[src/rtl/dram_write_buffer_if.sv]
// Bundles the core-side request port and the DRAM-controller port of the posted-write buffer.
// The core_* modports face the CPU and the mem_* modports face the DRAM controller.
interface dram_write_buffer_if #(
    parameter int ADDR_W = 27,
    parameter int DATA_W = 32
);
    logic              valid_core;
    logic              rw_core;
    logic [ADDR_W-1:0] addr_core;
    logic [DATA_W-1:0] din_core;
    logic              ready_core;
    logic [DATA_W-1:0] dout_core;

    logic              mem_valid;
    logic              mem_rw;
    logic [ADDR_W-1:0] mem_addr;
    logic [DATA_W-1:0] mem_wdata;
    logic              mem_ready;
    logic              mem_rvalid;
    logic [DATA_W-1:0] mem_rdata;

    modport core_master (output valid_core, rw_core, addr_core, din_core,
                         input  ready_core, dout_core);
    modport core_slave  (input  valid_core, rw_core, addr_core, din_core,
                         output ready_core, dout_core);
    modport mem_master  (output mem_valid, mem_rw, mem_addr, mem_wdata,
                         input  mem_ready, mem_rvalid, mem_rdata);
    modport mem_slave   (input  mem_valid, mem_rw, mem_addr, mem_wdata,
                         output mem_ready, mem_rvalid, mem_rdata);
endinterface

[src/rtl/dram_write_buffer.sv]
// Posted-write buffer between the core DRAM port and the DRAM controller: writes retire
// in one cycle and drain in order, read hits forward from the buffer, read misses drain first.
module dram_write_buffer #(
    parameter int ADDR_W = 27,
    parameter int DATA_W = 32,
    parameter int DEPTH  = 4
) (
    input  logic                      clk,
    input  logic                      rstn,
    dram_write_buffer_if.core_slave   core,
    dram_write_buffer_if.mem_master   mem,
    output logic                      buf_empty
);
    localparam int PTR_W = $clog2(DEPTH);
    localparam int CNT_W = $clog2(DEPTH + 1);

    localparam logic [2:0] C_IDLE   = 3'd0;
    localparam logic [2:0] C_WFULL  = 3'd1;
    localparam logic [2:0] C_RDRAIN = 3'd2;
    localparam logic [2:0] C_RREQ   = 3'd3;
    localparam logic [2:0] C_RRESP  = 3'd4;

    logic [ADDR_W-1:0] addr_q [DEPTH];
    logic [DATA_W-1:0] data_q [DEPTH];
    logic [PTR_W-1:0]  head, tail, head_next;
    logic [CNT_W-1:0]  count, count_next;
    logic [2:0]        state, state_next;
    logic [ADDR_W-1:0] req_addr;
    logic [DATA_W-1:0] req_data;

    logic              pop, push, full, hit;
    logic [DATA_W-1:0] hit_data;
    logic [ADDR_W-1:0] push_addr;
    logic [DATA_W-1:0] push_data;
    logic              ready_next, dout_load;
    logic [DATA_W-1:0] dout_next;
    logic              mem_valid_next, mem_rw_next;
    logic [ADDR_W-1:0] addr_next;
    logic [DATA_W-1:0] wdata_next;

    // Scan oldest to youngest so the youngest matching entry overrides older ones.
    always_comb begin
        hit      = 1'b0;
        hit_data = '0;
        for (int k = 0; k < DEPTH; k++) begin
            if (CNT_W'(k) < count && addr_q[head + PTR_W'(k)] == core.addr_core) begin
                hit      = 1'b1;
                hit_data = data_q[head + PTR_W'(k)];
            end
        end
    end

    always_comb begin
        pop        = mem.mem_valid && mem.mem_ready && mem.mem_rw;
        full       = (count == CNT_W'(DEPTH));
        push       = 1'b0;
        push_addr  = core.addr_core;
        push_data  = core.din_core;
        state_next = state;
        ready_next = 1'b0;
        dout_load  = 1'b0;
        dout_next  = mem.mem_rdata;
        case (state)
            C_IDLE: begin
                if (core.valid_core) begin
                    if (core.rw_core) begin
                        if (!full) begin
                            push       = 1'b1;
                            ready_next = 1'b1;
                        end else begin
                            state_next = C_WFULL;
                        end
                    end else if (hit) begin
                        dout_load  = 1'b1;
                        dout_next  = hit_data;
                        ready_next = 1'b1;
                    end else begin
                        state_next = C_RDRAIN;
                    end
                end
            end
            C_WFULL: begin
                if (!full) begin
                    push       = 1'b1;
                    push_addr  = req_addr;
                    push_data  = req_data;
                    ready_next = 1'b1;
                    state_next = C_IDLE;
                end
            end
            C_RDRAIN: if (count == '0 && !mem.mem_valid) state_next = C_RREQ;
            C_RREQ:   if (mem.mem_valid && mem.mem_ready) state_next = C_RRESP;
            C_RRESP: begin
                if (mem.mem_rvalid) begin
                    dout_load  = 1'b1;
                    ready_next = 1'b1;
                    state_next = C_IDLE;
                end
            end
            default: state_next = C_IDLE;
        endcase

        head_next  = pop ? head + PTR_W'(1) : head;
        count_next = count + CNT_W'(push) - CNT_W'(pop);

        mem_valid_next = mem.mem_valid;
        mem_rw_next    = mem.mem_rw;
        addr_next      = mem.mem_addr;
        wdata_next     = mem.mem_wdata;
        if (state_next == C_RREQ || state_next == C_RRESP) begin
            if (state == C_RDRAIN) begin
                mem_valid_next = 1'b1;
                mem_rw_next    = 1'b0;
                addr_next      = req_addr;
            end else if (state_next == C_RRESP) begin
                mem_valid_next = 1'b0;
            end
        end else if (!mem.mem_valid || pop) begin
            mem_valid_next = (count_next != '0);
            mem_rw_next    = (count_next != '0);
            if (count_next != '0) begin
                // An empty buffer means the new head is the entry being pushed right now.
                if (count == CNT_W'(pop)) begin
                    addr_next  = push_addr;
                    wdata_next = push_data;
                end else begin
                    addr_next  = addr_q[head_next];
                    wdata_next = data_q[head_next];
                end
            end
        end
    end

    always_ff @(posedge clk) begin
        if (push) begin
            addr_q[tail] <= push_addr;
            data_q[tail] <= push_data;
        end
    end

    always_ff @(posedge clk or negedge rstn) begin
        if (!rstn) begin
            head            <= '0;
            tail            <= '0;
            count           <= '0;
            state           <= C_IDLE;
            req_addr        <= '0;
            req_data        <= '0;
            core.ready_core <= 1'b0;
            core.dout_core  <= '0;
            mem.mem_valid   <= 1'b0;
            mem.mem_rw      <= 1'b0;
            mem.mem_addr    <= '0;
            mem.mem_wdata   <= '0;
            buf_empty       <= 1'b1;
        end else begin
            if (push) tail <= tail + PTR_W'(1);
            head  <= head_next;
            count <= count_next;
            state <= state_next;
            if (state == C_IDLE && core.valid_core) begin
                req_addr <= core.addr_core;
                req_data <= core.din_core;
            end
            core.ready_core <= ready_next;
            if (dout_load) core.dout_core <= dout_next;
            mem.mem_valid <= mem_valid_next;
            mem.mem_rw    <= mem_rw_next;
            mem.mem_addr  <= addr_next;
            mem.mem_wdata <= wdata_next;
            buf_empty     <= (count_next == '0) && (state_next == C_IDLE) && !mem_valid_next;
        end
    end
endmodule

[src/flat_wrapper.sv]
// flat-port wrapper written by rule: the top's interface ports become plain ports
module dram_write_buffer_flat 
#(
    parameter int ADDR_W = 27,
    parameter int DATA_W = 32,
    parameter int DEPTH  = 4
)
  (clk, rstn, buf_empty, core_valid_core, core_rw_core, core_addr_core, core_din_core, core_ready_core, core_dout_core, mem_mem_valid, mem_mem_rw, mem_mem_addr, mem_mem_wdata, mem_mem_ready, mem_mem_rvalid, mem_mem_rdata);
  dram_write_buffer_if #(.ADDR_W(ADDR_W), .DATA_W(DATA_W)) core_i ();
  dram_write_buffer_if #(.ADDR_W(ADDR_W), .DATA_W(DATA_W)) mem_i ();
  input  logic clk;
  input  logic rstn;
  output logic buf_empty;
  input wire logic [$bits(core_i.valid_core)-1:0] core_valid_core;
  input wire logic [$bits(core_i.rw_core)-1:0] core_rw_core;
  input wire logic [$bits(core_i.addr_core)-1:0] core_addr_core;
  input wire logic [$bits(core_i.din_core)-1:0] core_din_core;
  output wire logic [$bits(core_i.ready_core)-1:0] core_ready_core;
  output wire logic [$bits(core_i.dout_core)-1:0] core_dout_core;
  output wire logic [$bits(mem_i.mem_valid)-1:0] mem_mem_valid;
  output wire logic [$bits(mem_i.mem_rw)-1:0] mem_mem_rw;
  output wire logic [$bits(mem_i.mem_addr)-1:0] mem_mem_addr;
  output wire logic [$bits(mem_i.mem_wdata)-1:0] mem_mem_wdata;
  input wire logic [$bits(mem_i.mem_ready)-1:0] mem_mem_ready;
  input wire logic [$bits(mem_i.mem_rvalid)-1:0] mem_mem_rvalid;
  input wire logic [$bits(mem_i.mem_rdata)-1:0] mem_mem_rdata;
  assign core_i.valid_core = core_valid_core;
  assign core_i.rw_core = core_rw_core;
  assign core_i.addr_core = core_addr_core;
  assign core_i.din_core = core_din_core;
  assign core_ready_core = core_i.ready_core;
  assign core_dout_core = core_i.dout_core;
  assign mem_mem_valid = mem_i.mem_valid;
  assign mem_mem_rw = mem_i.mem_rw;
  assign mem_mem_addr = mem_i.mem_addr;
  assign mem_mem_wdata = mem_i.mem_wdata;
  assign mem_i.mem_ready = mem_mem_ready;
  assign mem_i.mem_rvalid = mem_mem_rvalid;
  assign mem_i.mem_rdata = mem_mem_rdata;
  dram_write_buffer #(.ADDR_W(ADDR_W), .DATA_W(DATA_W), .DEPTH(DEPTH)) u_core (.clk(clk), .rstn(rstn), .core(core_i), .mem(mem_i), .buf_empty(buf_empty));
endmodule
[config.mk]
export PLATFORM = sky130hd
export DESIGN_NAME = dram_write_buffer_flat
export DESIGN_NICKNAME = d
export VERILOG_FILES = /design/src/rtl/dram_write_buffer_if.sv /design/src/rtl/dram_write_buffer.sv /design/src/flat_wrapper.sv
export SDC_FILE = /design/constraint.sdc
export NUM_CORES = 1
export LEC_CHECK = 0
export BUFFER_PORTS_ARGS = -buffer_cell sky130_fd_sc_hd__buf_4
export CORE_MARGIN = 2
export CORE_UTILIZATION = 50
export DETAILED_ROUTE_END_ITERATION = 16
export GPL_TIMING_DRIVEN = 1
export PLACE_DENSITY = 0.67
export SYNTH_ARGS = -nofsm -noshare
export SYNTH_HDL_FRONTEND = slang
export SYNTH_SLANG_ARGS = --single-unit
[constraint.sdc]
create_clock -name clk -period 3.05 [get_ports clk]
set_input_delay 0.1525 -clock clk [delete_from_list [all_inputs] [get_ports clk]]
set_output_delay 0.1525 -clock clk [all_outputs]
set_load 0.05 [all_outputs]
=== Yosys cells after proc, flatten, opt, wreduce, memory -nomap -nowiden ===
Memories as Yosys holds them, arrays and structs flattened.
Index checks and enable logic that the tools add are counted.

* $lt $le $gt $ge: 4
* Muxes and demuxes: 53
* Reduce and logical (&&, ||, !) cells: 24
* Eq/ne operators: 13
* $add $sub $neg: 6
* Bitwise gates (word level): 1

{| class="wikitable"
|+ Operators by type and width
! operator !! count
|-
| 32-bit 2-to-1 mux || 11
|-
| 27-bit 2-to-1 mux || 7
|-
| 27-bit equality test || 4
|-
| 3-bit 2-to-1 mux || 8
|-
| 1-bit 2-to-1 mux || 22
|-
| 3-bit case mux with 5 select lines || 1
|-
| 3-bit zero test || 4
|-
| 1-bit logical AND || 10
|-
| 3-bit by 2-bit equality test with 1-bit output, second input constant || 3
|-
| 3-bit equality test, second input constant || 3
|-
| 1-bit by 3-bit < comparator with 1-bit output, first input constant || 2
|-
| 2-bit by 3-bit < comparator with 1-bit output, first input constant || 2
|-
| 3-bit AND reduction || 2
|-
| 2-bit by 1-bit adder with 2-bit output, second input constant || 2
|-
| 2-bit adder, second input constant || 2
|-
| 1-bit case mux with 2 select lines || 2
|-
| 2-bit nonzero test || 2
|-
| 3-bit by 1-bit adder with 3-bit output || 1
|-
| 3-bit by 1-bit equality test with 1-bit output || 1
|-
| 3-bit by 1-bit equality test with 1-bit output, second input constant || 1
|-
| 1-bit case mux with 3 select lines || 1
|-
| 3-bit nonzero test || 1
|-
| 3-bit by 1-bit subtractor with 3-bit output || 1
|-
| 1-bit zero test || 2
|-
| 5 further kinds || 6
|}

* Flip-flop bits (word level): 164
* RAM bits: 236
* Memories: 2
* Input bits: 97

{| class="wikitable"
|+ Memories
! name !! words !! bits a word !! read ports !! clocked after Yosys merged registers in !! write ports !! RTL line !! text
|-
| u_core.data_q || 4 || 32 || 5 || 0 || 1 || dram_write_buffer.sv:24 || <nowiki>logic [DATA_W-1:0] data_q [DEPTH];</nowiki>
|-
| u_core.addr_q || 4 || 27 || 5 || 0 || 1 || dram_write_buffer.sv:23 || <nowiki>logic [ADDR_W-1:0] addr_q [DEPTH];</nowiki>
|}

=== Longest topological paths before layout ===
Gate-level depths: netlist (run 1).
An unclocked memory read counts as a cell.

* Depth after elaboration: 17
* Depth in mapped cells: 16
* Gate-level depth less buffers: 13

=== Worst setup path before layout (run 1) ===
OpenSTA, ideal clock, no wires.

* Path type: reg-to-reg
* Start: register u_core.mem.mem_valid
* End: register u_core.mem.mem_addr[24]
* Setup slack: -0.389 ns
* Required time: 2.914 ns
* Cell stages (with the launch flop): 15
* Data arrival time: 3.303 ns
* Cells stage by stage: dfrtp_1 nand3_1 inv_1 ha_1 inv_1 ha_1 inv_1 fa_1 inv_1 or3_1 o211ai_1 and2_1 buf_1 clkbuf_1 o21ai_0

{| class="wikitable"
|+ RTL lines
! what !! RTL line !! text
|-
| start, declared || dram_write_buffer_if.sv:26 || <nowiki>modport mem_master (output mem_valid, mem_rw, mem_addr, mem_wdata,</nowiki>
|-
| start signal, assigned || dram_write_buffer.sv:167 || <nowiki>mem.mem_valid <= mem_valid_next;</nowiki>
|-
| 1-bit logical AND (2 in series) || dram_write_buffer.sv:54 || <nowiki>pop = mem.mem_valid && mem.mem_ready && mem.mem_rw;</nowiki>
|-
| 3-bit by 1-bit subtractor with 3-bit output || dram_write_buffer.sv:104 || <nowiki>count_next = count + CNT_W'(push) - CNT_W'(pop);</nowiki>
|-
| via u_core.count_next[1] || dram_write_buffer.sv:26 || <nowiki>logic [CNT_W-1:0] count, count_next;</nowiki>
|-
| 3-bit nonzero test || dram_write_buffer.sv:121 || <nowiki>if (count_next != '0) begin</nowiki>
|-
| 2-bit nonzero test (no source line) || - ||
|-
| 3-bit AND reduction (no source line) || - ||
|-
| end signal, assigned || dram_write_buffer.sv:169 || <nowiki>mem.mem_addr <= addr_next;</nowiki>
|-
| end, declared || dram_write_buffer_if.sv:26 ||
|}

The timed path passes the listed nets, and every way through them passes these cells. The select of a mux whose other input is x is not followed.
A chain may end at the register's enable or synchronous reset.

=== Final worst setup path (run 1) ===
* Start: register u_core.head[0]
* End: register u_core.core.dout_core[23]

* Word-level cells in the longest chain between the ends: 11

{| class="wikitable"
|+ Ends and longest elaborated chain
! what !! RTL line !! text
|-
| start, declared || dram_write_buffer.sv:25 || <nowiki>logic [PTR_W-1:0] head, tail, head_next;</nowiki>
|-
| start signal, assigned || dram_write_buffer.sv:158 || <nowiki>head <= head_next;</nowiki>
|-
| 2-bit by 1-bit adder with 2-bit output / memory read 4 x 27 bit (equally long branches) || - ||
|-
| memory read 4 x 27 bit / 27-bit equality test (equally long branches) || - ||
|-
| 27-bit equality test / 1-bit logical AND (equally long branches) || dram_write_buffer.sv:46 || <nowiki>if (CNT_W'(k) < count && addr_q[head + PTR_W'(k)] == core.addr_core) begin</nowiki>
|-
| 1-bit logical AND (tied with other cells) || dram_write_buffer.sv:46 ||
|-
| 1-bit 2-to-1 mux / 32-bit 2-to-1 mux (equally long branches) (3 in series) || dram_write_buffer.sv:46 ||
|-
| 1-bit 2-to-1 mux / 32-bit 2-to-1 mux (equally long branches) || dram_write_buffer.sv:73 || <nowiki>end else if (hit) begin</nowiki>
|-
| 1-bit 2-to-1 mux / 32-bit 2-to-1 mux (equally long branches) || dram_write_buffer.sv:66 || <nowiki>if (core.rw_core) begin</nowiki>
|-
| 1-bit 2-to-1 mux / 32-bit 2-to-1 mux (equally long branches) || dram_write_buffer.sv:65 || <nowiki>if (core.valid_core) begin</nowiki>
|-
| 1-bit case mux with 2 select lines / 32-bit 2-to-1 mux (equally long branches) || dram_write_buffer.sv:63 || <nowiki>case (state)</nowiki>
|-
| end signal, assigned || dram_write_buffer.sv:166 || <nowiki>if (dout_load) core.dout_core <= dout_next;</nowiki>
|-
| end, declared || dram_write_buffer_if.sv:25 || <nowiki>output ready_core, dout_core);</nowiki>
|}

Parallel ways exist; a longest one is shown, timed or not.

==> load_flow_metrics.sql, run 1 <==
INSERT INTO impl_metrics (metric_group, metric, value, unit) VALUES
('floorplanning', 'placement_rows', '80', ''),
('place', 'port_buffers', '191', ''),
('global_routing', 'grt_antenna_before_repair', '0', ''),
('synth', 'synth.yosys.seq_area_share', '46.21', '%'),
('synth', 'synth.lib_cells_used.distinct', '65', ''),
('synth', 'synth_top_flop_cell', 'sky130_fd_sc_hd__edfxtp_1', ''),
('drt', 'drt-initial-drc-count', '1989', ''),
('pwr', 'power_density', '388.5', 'nW/um^2'),
('place', 'routabilityCongestion', '0.9575', ''),
('run_status', 'result_of_the_run', 'complete, but fails checks', ''),
('timing', 'period_minus_slack', '3.704', 'ns'),
('timing', 'hold_violations', '0', ''),
('run_status', 'failing_checks', 'negative setup slack', ''),
('synth', 'post_synth_main_area_contributors', 'sky130_fd_sc_hd__edfxtp_1, sky130_fd_sc_hd__dfrtp_1, sky130_fd_sc_hd__mux2i_1', ''),
('final_layout', 'final_layout_size_suffix_gt1_share', '39.07', '%'),
('floorplanning', 'floorplan_core_area', '47750', 'um^2'),
('timing', 'rsz0062_at_grt', 'yes', ''),
('place', 'place.detailed.hpwl', '51730', 'um'),
('timing', 'max-slew-margin-rel', '43.79', '%'),
('pwr', 'fin_total_pwr', '0.01238', 'W'),
('drt', 'wirelength', '80920', 'um'),
('global_routing', 'grt_max_degree', '81', ''),
('final_layout', 'multi_input_area', '12790', 'um^2'),
('place', 'dpl-instance-area', '27980', 'um^2'),
('floorplanning', 'floorplan.die_area', '50220', 'um^2'),
('critical_path', 'data_arrival_critical_path', '4.22', 'ns'),
('global_routing', 'grt_util_all_layers', '31.58', '%'),
('drt', 'via_count', '19530', ''),
('final_layout', 'finalCoreUtilization', '66.74', '%'),
('floorplanning', 'design.portCount', '192', ''),
('synth', 'synth_largest_area_cell', 'sky130_fd_sc_hd__edfxtp_1', ''),
('clock_network', 'tritoncts_clock_tree', 'built', ''),
('critical_path', 'timing.critical_path.from_type', 'flop', ''),
('synth', 'synth.most_common_cell', 'sky130_fd_sc_hd__mux2i_1', ''),
('final_layout', 'antenna-diode-count', '0', ''),
('drt', 'route.detailed.vias_per_inst', '6.332', ''),
('critical_path', 'crit_path_end_kind', 'flop', ''),
('min_path', 'class_of_the_worst_hold_path', 'input pin to flop', ''),
('final_layout', 'fillerInstances', '3468', ''),
('critical_path', 'worstSetupPathType', 'flop to flop', ''),
('synth', 'warnings_from_yosys', '0', ''),
('synth', 'syn_inst', '1977', ''),
('timing', 'post-route-period-util', '121.5', '%'),
('timing', 'final_critical_path_setup_slack', '-0.6544', 'ns'),
('timing', 'slew_violations', '0', ''),
('timing', 'clock-skew-final', '0.04053', 'ns'),
('timing', 'setup_viol', '35', ''),
('drt', 'wl_per_cell', '26.23', 'um'),
('synth', 'synth-async-reset-ratio', '41.00', '%'),
('pwr', 'static-leakage-power', '12.31', 'nW'),
('global_routing', 'grt_pass1_wl', '119500', 'um'),
('floorplanning', 'die_height', '224.1', 'um'),
('pwr', 'ir_worst_vdd', '0.0004532', 'V'),
('clock_network', 'cts_buffer_depth', '3', ''),
('global_routing', 'remaining_global_route_overflow', '0', ''),
('floorplanning', 'die-width', '224.1', 'um'),
('global_routing', 'grt_pass1_vias', '19490', ''),
('synth', 'mean_syn_cell_area', '12.25', 'um^2'),
('timing', 'fin_worst_hold_slack', '0.02879', 'ns'),
('synth', 'synth_enable_flop_cells', '236', ''),
('synth', 'syn_area', '24220', 'um^2'),
('synth', 'yosys_register_bits', '400', ''),
('clock_network', 'clock_tree.root_cell', 'sky130_fd_sc_hd__clkbuf_16', ''),
('final_layout', 'area_delta_synth_final', '31.56', '%'),
('timing', 'max_slew.worst_pin.slew', '0.8431', 'ns'),
('critical_path', 'worstPathMaxFanout', '10', ''),
('clock_network', 'worst_setup_hold_path_clk_slew', '0.06', 'ns'),
('clock_network', 'cts_max_level', '2', ''),
('clock_network', 'worst_skew_pair.late_latency', '0.60', 'ns'),
('clock_network', 'numCtsBuffers', '45', ''),
('drt', 'first_pass_iters', '5', '');
final timing paths:
path                                          start                        end  slack (ns)  cells after the start
setup / recovery                     u_core.head[0]  u_core.core.dout_core[23]       -0.65                     14
hold / removal                   core_addr_core[12]        u_core.req_addr[12]        0.03                      2
setup reg to reg                     u_core.head[0]  u_core.core.dout_core[23]       -0.65                     14
hold reg to reg            u_core.mem.mem_wdata[12]   u_core.mem.mem_wdata[12]        0.48                      2
max in group asynchronous                      rstn        u_core.req_data[14]        2.16                      3
min in group asynchronous                      rstn     u_core.mem.mem_addr[5]        0.11                      2
repair_timing:
action	4_1_cts	5_1_grt
resized for setup	84	60
pin swaps	17	25
buffers inserted	27	14
cloned	9	7
endpoints found under the setup margin	35	90
endpoints found under the hold margin	291	0
hold buffers	88	0
metrics by stage:
step	worst slack [ns]	setup TNS, ns	std cells
2_1_floorplan	-0.05996	-1.799	1977
3_3_place_gp	-0.7019	-22.93	2861
3_5_place_dp	-0.8108	-26.33	2861
4_1_cts	-0.5858	-18.65	3069
5_1_grt	-0.7322	-24.28	3085
6_report	-0.6544	-20.77	3085
kinds of logic (layout without fill, tap and decap cells):
| group | after synthesis | after routing | synth area share, % |
|---|---|---|---|
| and+or+nand+nor | 343 | 343 | 6.245 |
| muxes | 560 | 560 | 29.98 |
| DFF | 400 | 400 | 46.21 |
| buffers and inverters | 194 | 687 | 3.626 |
| adders and majority gates | 9 | 9 | 0.4959 |
| AOI/OAI and AO/OA | 386 | 386 | 10.37 |
| xor gates and xnor gates | 85 | 85 | 3.073 |
cell usage in the layout, fill, tap and decap left out, types with 9 or more instances in the layout:
master	n
sky130_fd_sc_hd__buf_4	422
sky130_fd_sc_hd__xnor2_1	53
sky130_fd_sc_hd__xor2_1	21
sky130_fd_sc_hd__a31o_1	30
sky130_fd_sc_hd__nor2_1	109
sky130_fd_sc_hd__o2111ai_1	34
sky130_fd_sc_hd__edfxtp_1	236
sky130_fd_sc_hd__nand4_1	13
sky130_fd_sc_hd__mux2_2	183
sky130_fd_sc_hd__clkbuf_16	54
sky130_fd_sc_hd__mux4_2	114
sky130_fd_sc_hd__o211ai_1	35
sky130_fd_sc_hd__inv_1	18
sky130_fd_sc_hd__o22ai_2	22
sky130_fd_sc_hd__o22ai_1	13
sky130_fd_sc_hd__dlygate4sd3_1	88
sky130_fd_sc_hd__buf_12	35
sky130_fd_sc_hd__dfrtp_1	159
sky130_fd_sc_hd__nor3_1	9
sky130_fd_sc_hd__o21ai_0	83
sky130_fd_sc_hd__nand2_1	150
sky130_fd_sc_hd__mux2i_1	252
sky130_fd_sc_hd__a21oi_1	107
sky130_fd_sc_hd__buf_6	16
sky130_fd_sc_hd__xnor2_2	9
flip-flops by register name, indices dropped and copies added (netlist names), 3 cells and up:
register,cells
u_core.mem.mem_addr,27
u_core.count,3
u_core.core.dout_core,32
u_core.mem.mem_wdata,32
u_core.addr_q,108
u_core.req_addr,27
u_core.state,3
u_core.data_q,128
u_core.req_data,32
cell type report:
type	instances	share of cell area, %
well taps	615	2.415
inverters	22	0.2670
clock inverters	25	1.088
multi-input cells	1383	40.12
repair buffers	581	16.93
flip-flops and latches	400	35.15
clock buffers	59	4.025
per-layer routing:
| metal | part of all wire [%] | up-vias | GRT usage (%) |
|---|---|---|---|
| met5 | 0 | - | 0 |
| met2 | 47 | 895 | 50.40 |
| li1 | - | 8532 | - |
| met1 | 42 | 9942 | 44.98 |
| met3 | 7.5 | 165 | 4.538 |
| met4 | 3.2 | 0 | 9.570 |
worst max-delay path: stages (launching register included):
cell	delay, ns
sky130_fd_sc_hd__dfrtp_4	0.51
sky130_fd_sc_hd__buf_12	0.15
sky130_fd_sc_hd__buf_8	0.14
sky130_fd_sc_hd__buf_8	0.14
sky130_fd_sc_hd__mux2i_1	0.14
sky130_fd_sc_hd__mux2_4	0.29
sky130_fd_sc_hd__a222oi_1	0.42
sky130_fd_sc_hd__o2111ai_1	0.22
sky130_fd_sc_hd__or4_4	0.48
sky130_fd_sc_hd__nor4_4	0.14
sky130_fd_sc_hd__buf_4	0.18
sky130_fd_sc_hd__inv_2	0.05
sky130_fd_sc_hd__a31oi_4	0.25
sky130_fd_sc_hd__buf_6	0.27
sky130_fd_sc_hd__mux2i_1	0.23
report_power, final:
group / switching [W] / leakage, nW / internal, W
Clock: 0.00235 / 0.781 / 0.00358
Combinational: 0.000338 / 7.22 / 0.000311
Sequential: 0.0000238 / 4.31 / 0.00578
No activity file was read; power rests on OpenSTA's default activity.
==> inputs of run 2 (changes only) <==
Settings changed: CELL_PAD_IN_SITES_DETAIL_PLACEMENT set to 1, CELL_PAD_IN_SITES_GLOBAL_PLACEMENT set to 1, CORE_UTILIZATION 50 to 45, PLACE_DENSITY 0.67 to 0.73.
==> run 2 against run 1 <==
  * The flow still finishes with violations (negative setup slack)
  * Critical path depth unchanged
  * Combinational power up 4.3%
  * Clock power hardly changed
  * Flip-flop and latch count did not move
  * Critical endpoint is now u_core.core.dout_core[30]
  * Power grew 0.45%
  * First-iteration DRC count down 1.9%
  * Global-route usage up 1.8 points
  * Worst setup slack lost 0.093 ns
  * Non-clock buffer count is 41 higher
  * Worst hold slack gained 0.011 ns
==> load_flow_metrics.sql, run 2 (synthesis gave the netlist of run 1 again) <==
INSERT INTO impl_metrics (metric_group, metric, value, unit) VALUES
('place', 'place_worst_setup_slack', '-0.8547', 'ns'),
('run_status', 'failing_checks', 'negative setup slack', ''),
('final_layout', 'final_layout_size_suffix_gt1_share', '39.56', '%'),
('drt', 'via_count', '20490', ''),
('clock_network', 'worst_setup_hold_path_clk_slew', '0.07', 'ns'),
('global_routing', 'grt_max_degree', '89', ''),
('clock_network', 'worst_skew_pair.late_latency', '0.61', 'ns'),
('clock_network', 'numCtsBuffers', '47', ''),
('min_path', 'class_of_the_worst_hold_path', 'input pin to flop', ''),
('place', 'port_buffers', '191', ''),
('clock_network', 'tritoncts_clock_tree', 'built', ''),
('critical_path', 'data_arrival_critical_path', '4.26', 'ns'),
('final_layout', 'area_delta_synth_final', '33.66', '%'),
('clock_network', 'cts_max_level', '2', ''),
('critical_path', 'worstSetupPathType', 'flop to flop', ''),
('floorplanning', 'floorplan.die_area', '55700', 'um^2'),
('run_status', 'result_of_the_run', 'complete, but fails checks', ''),
('global_routing', 'grt_util_all_layers', '33.40', '%'),
('place', 'place.detailed.hpwl', '60990', 'um'),
('critical_path', 'crit_chain', 'buf_6, buf_4, mux4_2, xnor2_1, nand4_1, or4b_4, nor4b_4, buf_4, nand2_8, buf_6, buf_12, and3_4, o211ai_1, a32oi_1', ''),
('global_routing', 'grt_antenna_before_repair', '1', ''),
('floorplanning', 'initial_core_util', '45.28', '%'),
('timing', 'rsz0062_at_grt', 'yes', ''),
('clock_network', 'clock_tree.root_cell', 'sky130_fd_sc_hd__clkbuf_16', ''),
('timing', 'setup_viol', '36', ''),
('drt', 'first_pass_iters', '5', ''),
('timing', 'clock-skew-final', '0.02514', 'ns'),
('timing', 'max_freq', '0.2633', 'GHz'),
('critical_path', 'cp-startpoint', 'u_core.head[0]', ''),
('global_routing', 'grt_pass1_vias', '21860', ''),
('floorplanning', 'placement_rows', '85', ''),
('critical_path', 'worstPathMaxFanout', '8', ''),
('floorplanning', 'die_height', '236.0', 'um'),
('min_path', 'worstHoldStart', 'core_addr_core[3]', ''),
('global_routing', 'remaining_global_route_overflow', '0', ''),
('final_layout', 'layout_top_registers', 'u_core.data_q x128, u_core.addr_q x108', ''),
('drt', 'ant_nets', '0', ''),
('pwr', 'static-leakage-power', '12.52', 'nW'),
('drt', 'wirelength', '95900', 'um'),
('timing', 'max_slew.worst_pin.slew', '1.091', 'ns'),
('timing', 'final_critical_path_setup_slack', '-0.7478', 'ns'),
('timing', 'hold_violations', '0', ''),
('drt', 'drt-initial-drc-count', '1951', ''),
('final_layout', 'finish.net_count', '2582', ''),
('pwr', 'ir_worst_vdd', '0.0007654', 'V'),
('timing', 'post-route-period-util', '124.5', '%'),
('final_layout', 'finalCoreUtilization', '60.52', '%'),
('clock_network', 'clock-sinks', '400', ''),
('timing', 'max-slew-margin-rel', '27.25', '%'),
('floorplanning', 'die-width', '236.0', 'um'),
('final_layout', 'mostFrequentLayoutCell', 'sky130_fd_sc_hd__buf_4', ''),
('critical_path', 'critical_path.max_stage_delay', '0.57', 'ns'),
('timing', 'slew_violations', '0', ''),
('critical_path', 'required', '3.51', 'ns'),
('pwr', 'power_density', '384.1', 'nW/um^2'),
('timing', 'period_minus_slack', '3.798', 'ns'),
('drt', 'route.detailed.vias_per_inst', '6.378', ''),
('final_layout', 'largest_register_ffs', '128', ''),
('global_routing', 'grt_pass1_wl', '140400', 'um'),
('drt', 'drc', '0', ''),
('clock_network', 'cts_buffer_depth', '3', ''),
('flow_run', 'cap_violations', '0', ''),
('drt', 'wl_per_cell', '29.86', 'um'),
('critical_path', 'timing.critical_path.from_type', 'flop', ''),
('floorplanning', 'design.portCount', '192', ''),
('floorplanning', 'floorplan_core_area', '53500', 'um^2'),
('final_layout', 'layout.cells.most_common_list', 'sky130_fd_sc_hd__buf_4, sky130_fd_sc_hd__mux2i_1, sky130_fd_sc_hd__edfxtp_1, sky130_fd_sc_hd__mux2_2, sky130_fd_sc_hd__dfrtp_1', ''),
('critical_path', 'timing.rr.start', 'u_core.head[0]', ''),
('critical_path', 'crit_path_end_kind', 'flop', ''),
('final_layout', 'largest-register', 'u_core.data_q', ''),
('place', 'routabilityCongestion', '0.9362', ''),
('critical_path', 'critical_path.slowest_cell', 'sky130_fd_sc_hd__dfrtp_4', '');
[run 2: cell count changes in the layout (fill, tap and decap cells not counted), moves of 5 or more]
cell and delta:
sky130_fd_sc_hd__clkinv_2 +5, sky130_fd_sc_hd__o22ai_2 -22, sky130_fd_sc_hd__clkbuf_1 +6, sky130_fd_sc_hd__xnor2_2 -5
sky130_fd_sc_hd__o22ai_4 -5, sky130_fd_sc_hd__mux2i_1 -6, sky130_fd_sc_hd__buf_12 +7, sky130_fd_sc_hd__buf_4 +26
sky130_fd_sc_hd__mux2i_4 +5, sky130_fd_sc_hd__buf_16 +7, sky130_fd_sc_hd__o2111ai_1 -5, sky130_fd_sc_hd__o2111ai_2 +5
sky130_fd_sc_hd__o22ai_1 +27
[run 2: final cells by class]
type	instances	area [um^2]
diodes	1	2.502
clock buffers	69	1371
clock inverters	19	234.0
fillers	5190	21120
inverters	22	90.09
multi-input cells	1383	12690
flip-flops and latches	400	11200
well taps	696	870.8
repair buffers	622	5911
[run 2: timing repair]
action	CTS	global route
pin swaps	20	22
endpoints found under the setup margin	91	94
hold endpoints to repair	277	0
gates cloned	14	5
hold buffers	89	0
gates resized for setup	79	58
setup buffers	18	13
[run 2: final timing paths]
kind	endpoint	slack [ns]	cells after the start
setup / recovery	u_core.core.dout_core[30]	-0.75	14
hold / removal	u_core.req_addr[3]	0.04	2
setup reg to reg	u_core.core.dout_core[30]	-0.75	14
hold reg to reg	u_core.mem.mem_addr[25]	0.48	2
max in group asynchronous	u_core.req_data[1]	2.09	3
min in group asynchronous	u_core.mem.mem_addr[15]	0.18	2
[run 2: power breakdown]
| group | leakage, nW | total (W) | internal [W] | switching, W |
|---|---|---|---|---|
| Sequential | 4.31 | 0.00581 | 0.00578 | 0.0000262 |
| Combinational | 7.42 | 0.000677 | 0.000314 | 0.000363 |
| Clock | 0.792 | 0.00595 | 0.00348 | 0.00248 |
[run 2: per-layer routing]
metal	up-vias	global-route usage [%]	wire length [um]
li1	8633	-	-
met1	10670	44.47	39680
met2	956	55.28	46460
met3	228	4.962	6158
met4	0	12.91	3602
met5	-	0	0
[run 2: critical path, delay by kind of cell, from the launching register on]
kind            cells  cell delay (ns)
compound gates      2             0.41
flops               1             0.57
xor+xnor            1             0.28
mux                 1             0.49
simple gates        5             1.19
buf+inv             5             0.70
[run 2: per-stage QoR]
step	std cells	cell area (um^2)	total power, W	TNS (ns)	hold slack, ns
floorplan	1977	24260	0.006134	-1.799	-0.1431
global placement	2985	28530	0.006446	-24.42	0.2470
detailed placement	2985	28530	0.006463	-27.23	0.2452
CTS	3194	31940	0.01242	-19.05	0.004207
global route	3211	32370	0.01273	-26.20	0.03659
finish	3212	32370	0.01244	-22.20	0.03976
